--- src/rtl/demux1x2_behav.sv ---
// 1:2 lane demultiplexer: pairs consecutive valid words onto lane 0 / lane 1,
// flushing an unpaired lane-0 word alone after MAX_GAP idle cycles.
module demux1x2_behav #(
   parameter int unsigned MAX_GAP = 4
) (
   input  logic       clk,
   input  logic       reset,
   input  logic [8:0] in,
   output logic [8:0] out0,
   output logic [8:0] out1,
   output logic       odd_flush,
   output logic [7:0] pair_cnt
);

   typedef enum logic {EMPTY, HOLD} state_t;

   localparam logic [7:0] GAP_LAST = 8'(MAX_GAP - 1);

   state_t     state, state_nx;
   logic [7:0] hold_reg, hold_nx;
   logic [7:0] gap_cnt, gap_nx;
   logic [7:0] cnt_nx;
   logic [8:0] out0_nx, out1_nx;
   logic       flush_nx;

   always_ff @(posedge clk) begin
      if (reset) begin
         state     <= EMPTY;
         hold_reg  <= '0;
         gap_cnt   <= '0;
         out0      <= '0;
         out1      <= '0;
         odd_flush <= 1'b0;
         pair_cnt  <= '0;
      end else begin
         state     <= state_nx;
         hold_reg  <= hold_nx;
         gap_cnt   <= gap_nx;
         out0      <= out0_nx;
         out1      <= out1_nx;
         odd_flush <= flush_nx;
         pair_cnt  <= cnt_nx;
      end
   end

   always_comb begin
      state_nx = state;
      hold_nx  = hold_reg;
      gap_nx   = gap_cnt;
      cnt_nx   = pair_cnt;
      out0_nx  = '0;
      out1_nx  = '0;
      flush_nx = 1'b0;
      case (state)
         EMPTY: begin
            if (in[8]) begin
               hold_nx  = in[7:0];
               gap_nx   = '0;
               state_nx = HOLD;
            end
         end
         HOLD: begin
            // A valid word on the timeout edge still completes the pair.
            if (in[8]) begin
               out0_nx  = {1'b1, hold_reg};
               out1_nx  = {1'b1, in[7:0]};
               cnt_nx   = pair_cnt + 8'd1;
               state_nx = EMPTY;
            end else if (gap_cnt == GAP_LAST) begin
               out0_nx  = {1'b1, hold_reg};
               flush_nx = 1'b1;
               state_nx = EMPTY;
            end else begin
               gap_nx = gap_cnt + 8'd1;
            end
         end
         default: state_nx = EMPTY;
      endcase
   end

endmodule

--- config.mk ---
export PLATFORM = sky130hd
export DESIGN_NAME = demux1x2_behav
export DESIGN_NICKNAME = d
export VERILOG_FILES = /design/src/rtl/demux1x2_behav.sv
export SDC_FILE = /design/constraint.sdc
export NUM_CORES = 1
export LEC_CHECK = 0
export CORE_ASPECT_RATIO = 1.25
export CORE_UTILIZATION = 48
export DETAILED_ROUTE_END_ITERATION = 7
export PLACE_DENSITY = 0.8
export SYNTH_ARGS = -nofsm -noshare
export SYNTH_HDL_FRONTEND = slang
export SYNTH_SLANG_ARGS = --single-unit
--- constraint.sdc ---
create_clock -name clk -period 2.1 [get_ports clk]
set_clock_uncertainty 0.1 [all_clocks]
set_input_delay 0.42 -clock clk [delete_from_list [all_inputs] [get_ports clk]]
set_output_delay 0.42 -clock clk [all_outputs]
set_load 0.03 [all_outputs]
==> results.yml <==
setup_path:
  worstSetupPathType: "flop to output pin"
  path_max_fanout: 4
  cp_cell_sequence: "clkdlybuf4s50_1"
  slowest_delay_ns: 0.70
  required_ns: 1.58
  path_buf_inv: 1
  reg2regPathDepth: 5
  critical_path.endpoint_type: "output pin"
  worstSetupStartpointType: "flop"
  r2r-start: "gap_cnt[0]"
  worst-r2r-setup-slack_ns: 0.31
  cp_data_arrival_time_ns: 1.40
  cpMaxStageDelayCell: "clkdlybuf4s50_1"
  timing.rr.end: "gap_cnt[7]"
  critPathTopFamily: "buffers and inverters"
run_status:
  status: "complete, no violations"
hold_path:
  worstHoldPathCells: 2
  worstHoldEndpoint: "hold_reg[1]"
  hold_path.class: "flop to flop"
  min_from: "hold_reg[1]"
power:
  power_mw: 1.53
  power_density_nw_per_um2: 695
  leakagePower_nw: 0.815
  ir_drop_v: 0.000628
finish:
  largestRegisters: "out0: 9 flops, out1: 9 flops"
  area_growth_pct: 35.5
  drive_above_1_share: 0.113
  antenna_cells: 0
  nets: 234
  stdcell_count: 259
  mostFrequentLayoutCell: "dfxtp_1"
  multi_input_area_um2: 701
  final_cell_mix: "44 x dfxtp_1, 37 x clkdlybuf4s50_1, 23 x nand2_1"
  ff_latch_area_um2: 881
  fillCellCount: 262
global_routing:
  grt_max_degree: 14
  globalRouteOverflowTotal: 0
  grt_use_total: 0.202
  antenna_found_initial: 0
  grt_pass1_vias: 1209
  grt_pass1_wl_um: 5240
cts:
  numCtsBuffers: 5
  cts_buffer_depth: 2
  cts_tree: "yes"
  clock_latency_ns: 0.29
  htree_num_levels: 2
  hold_buffers: 0
  clk_pin_slew_ns: 0.07
  cts_root_buf: "clkbuf_8"
  cts_resized: 0
  post-cts-setup-buffers: 0
  cts.sink_count: 44
sta:
  worst_slew_pin_slew_ns: 0.328
  slew_headroom: 0.781
  min_period_ns: 1.92
  finalCritPeriodShare: 0.913
  max_freq_mhz: 522
  rsz0062_at_grt: "no"
  fin_tns_setup_ns: 0
  setup_viol: 0
  slew_viol_final: 0
  hold_viol: 0
die:
  die-area_um2: 3620
  io_pins: 38
  core_area_um2: 3220
  fp.dieW_um: 54.0
  rows: 23
  start_util: 0.503
  die_y_um: 67.0
synthesis:
  synth_fp_nets: 184
  synth_edf_count: 0
  synth-warning-count: 0
  synth_seq_cells: 44
  ys_seq_area_frac: 0.543
  async_flop_share: 0
  synth-main-ff-cell: "dfxtp_1"
  syn_area_um2: 1620
  ys_types: 37
  synth_cells: 171
  syn-mean-instance-area_um2: 9.48
drt:
  wl_um: 3310
  remaining_drc_errors: 0
  antenna_left: 0
  vias_per_cell: 5.28
  num_vias: 1368
  dr.pass1.iters: 4
  first_iter_violations: 40
  wire_per_inst_um: 12.8
place:
  numPortBuffers: 37
  dpl.cell_count: 251
  place_hpwl_um: 2380
  gp_congestion: 0.840
run:
  maxCapViolations: 0
-- worst max-delay path by stage --
stage	slack [ns]	to	cells after the start	from
finish	0.18	pair_cnt[2]	1	pair_cnt[2]
detailed placement	0.08	gap_cnt[7]	4	in[8]
CTS	0.17	pair_cnt[0]	1	pair_cnt[0]
global route	0.11	pair_cnt[3]	1	pair_cnt[3]
floorplan	0.42	gap_cnt[4]	5	gap_cnt[0]
global placement	0.13	gap_cnt[4]	5	in[8]
-- area by class of cell --
class | instances | share of cell area
flip-flops and latches | 44 | 0.401
multi-input cells | 117 | 0.319
repair buffers | 49 | 0.210
clock buffers | 7 | 0.0393
well taps | 37 | 0.0211
inverters | 4 | 0.00683
clock inverters | 1 | 0.00342
-- cells by family after synthesis --
family          share of synthesized area
buf+inv                            0.0247
fa+ha+maj                          0.0154
compound gates                      0.121
flops                               0.543
simple gates                        0.259
mux                               0.00926
xor+xnor                           0.0270
-- where the power goes --
part | total (mW) | internal, mW | switching (mW)
clock network | 0.539 | 0.267 | 0.272
registers | 0.862 | 0.852 | 0.0104
logic | 0.126 | 0.0606 | 0.0659
-- synthesized netlist by cell type (3+ instances only) --
| library cell | count | area, um^2 |
|---|---|---|
| nand2b_1 | 3 | 18.8 |
| dfxtp_1 | 44 | 881 |
| nand3_1 | 11 | 55.1 |
| nand2_1 | 23 | 86.3 |
| a21oi_1 | 18 | 90.1 |
| inv_1 | 4 | 15.0 |
| and2_1 | 16 | 100 |
| xnor2_1 | 3 | 26.3 |
| nor2_1 | 9 | 33.8 |
| or3_1 | 4 | 25.0 |
| clkbuf_1 | 3 | 11.3 |
-- per-stage QoR --
| step | hold WS (ns) | instance area, um^2 | worst slack (ns) | utilization |
|---|---|---|---|---|
| after floorplan | 0.330 | 1620 | 0.423 | - |
| after global placement | 0.335 | 2100 | 0.129 | 0.653 |
| after detailed placement | 0.339 | 2100 | 0.0782 | 0.653 |
| after CTS | 0.350 | 2200 | 0.166 | 0.682 |
| after global routing | 0.362 | 2200 | 0.109 | 0.682 |
| final | 0.347 | 2200 | 0.183 | 0.682 |
-- routing by layer --
layer,track usage,part of all wire,wire length [um],vias up
met5,0,0,0,-
met4,0.0865,0.011,38,0
li1,-,-,-,687
met3,0.0685,0.059,196,5
met1,0.229,0.43,1430,632
met2,0.335,0.50,1640,44
Note: power is estimated with default switching activity, not from simulation.
==> RTL edit, RTL diff (same flow settings) <==
Take the reset off `hold_reg` and load it in a clocked block of its own.
--- a/src/rtl/demux1x2_behav.sv
+++ b/src/rtl/demux1x2_behav.sv
@@ -28,3 +28,2 @@
          state     <= EMPTY;
-         hold_reg  <= '0;
          gap_cnt   <= '0;
@@ -36,3 +35,2 @@
          state     <= state_nx;
-         hold_reg  <= hold_nx;
          gap_cnt   <= gap_nx;
@@ -43,2 +41,6 @@
       end
+   end
+
+   always_ff @(posedge clk) begin
+      hold_reg <= hold_nx;
    end
Formal check against the unedited RTL: no difference found for any inputs over 10 cycles, from zero or initial values and one cycle with reset high; that may be too few to reach the edited logic, so the function may still have changed.
==> RTL edit against the original RTL <==
- cell area is 2.4% lower
- critical path depth unchanged
- die area fell by 1.2%
- combinational power down 17%
- worst setup slack lost 28 ps
- synthesized area fell by 1.2%
- wire length fell by 6.0%
- total power is 6.1% higher
- sequential share of layout area up 4.7 points
- sequential cell count is the same
- final cell count down 10%
==> RTL edit: results (changes against the original RTL) <==
Synth
The number of enable-type register cells in the synthesized netlist is 8 (was 0). The sequential area share after synthesis is 60.0% (was 54.3%). The number of nets in the synthesized netlist is 163 (was 184). Main area contributors after synthesis: sky130_fd_sc_hd__dfxtp_1 45%, sky130_fd_sc_hd__edfxtp_1 15%, sky130_fd_sc_hd__and2_1 6.3%, sky130_fd_sc_hd__nand3_1 2.8%, sky130_fd_sc_hd__nor2_1 2.8% (was sky130_fd_sc_hd__dfxtp_1 54%, sky130_fd_sc_hd__and2_1 6.2%, sky130_fd_sc_hd__a21oi_1 5.6%, sky130_fd_sc_hd__nand2_1 5.3%, sky130_fd_sc_hd__nand3_1 3.4%). The number of distinct library cells after synthesis was 35 (was 37). Top post-synthesis cells by count: 36 x sky130_fd_sc_hd__dfxtp_1, 16 x sky130_fd_sc_hd__and2_1, 12 x sky130_fd_sc_hd__nor2_1 (was 44 x sky130_fd_sc_hd__dfxtp_1, 23 x sky130_fd_sc_hd__nand2_1, 18 x sky130_fd_sc_hd__a21oi_1).

Drt
The violation count after the first detailed-routing iteration was 38 (was 40). The average via count per standard cell is 5.19 (was 5.28). The final routed wire length divided by cell count is 13.4 µm (was 12.8 µm).

Place
The last weighted congestion value of the routability-driven placer is 0.799 (was 0.840). The port buffer count was 37 (unchanged). The half-perimeter wire length after placement is 2320 µm (was 2380 µm).

Worst hold path
The number of instances on the worst hold path came to 1 (was 2). The hold-critical path endpoint was out0[0] (was hold_reg[1]). The startpoint of the lowest-slack hold path is hold_reg[0] (was hold_reg[1]).

Pwr
The leakage component of the power is 0.766 nW (was 0.815 nW). The peak supply drop is 0.000621 V (was 0.000628 V).

Worst setup path
The worst setup path startpoint is pair_cnt[3] (was pair_cnt[2]). The worst-case reg-to-reg path depth is 6 (was 5). The worst-path maximum fanout is 6 (was 4). The arrival time of the worst setup path is 1420 ps (was 1400 ps). The reg-to-reg setup timing slack is 270 ps (was 310 ps).

The endpoint of the most critical register-to-register path is gap_cnt[1] (was gap_cnt[7]).

STA
The minimum hold slack is 344 ps (was 347 ps).

Global route
The via count of the first global-routing pass is 1160 (was 1209). The first-pass GRT wire length is 5060 µm (was 5240 µm).

Final layout
The proportion of layout cells with a drive suffix above 1 is 8.72% (was 11.3%).

Status
Result of the run: complete, no violations (unchanged).

CTS
The buffer depth of the longest clock path was 2 (unchanged).
==> RTL edit: layer usage <==
| metal | GRT usage (%) | wire, µm |
|---|---|---|
| met1 | 21.2 | 1250 |
| met2 | 35.8 | 1640 |
| met3 | 6.16 | 153 |
| met4 | 9.87 | 58 |
| met5 | 0 | 0 |
==> RTL edit: power breakdown <==
group / switching, mW / internal, mW / leakage, nW
clock network: 0.272 / 0.353 / 0.0552
logic: 0.0547 / 0.0495 / 0.343
registers: 0.0110 / 0.880 / 0.368
==> RTL edit: kinds of logic (layout without fill, tap and decap cells) <==
group,Yosys count,count (layout),share of synthesized area (%)
adders and majority gates,2,2,1.56
muxes,2,2,1.33
buffers and inverters,9,54,2.42
DFF,44,44,60.0
AOI/OAI and AO/OA,16,16,5.94
xor gates and xnor gates,5,5,2.73
and+or+nand+nor,72,72,26.0
==> RTL edit: final cells by class <==
| type | instances | area, µm² |
|---|---|---|
| sequential | 44 | 961 |
| tap | 37 | 46.3 |
| inverter | 3 | 11.3 |
| clock inverter | 2 | 35.0 |
| timing repair buffer | 43 | 415 |
| multi-input combinational | 97 | 602 |
| clock buffer | 6 | 72.6 |
| fill | 248 | 1050 |
==> RTL edit: metrics by stage <==
step / cells / instance area [µm²] / setup WS, ps / power [mW]
after floorplan: 150 / 1600 / 524 / 0.962
after global placement: 224 / 2040 / 168 / 1.01
after detailed placement: 224 / 2040 / 108 / 1.02
after CTS: 232 / 2140 / 143 / 1.63
after global routing: 232 / 2140 / 97.5 / 1.69
final: 232 / 2140 / 155 / 1.62
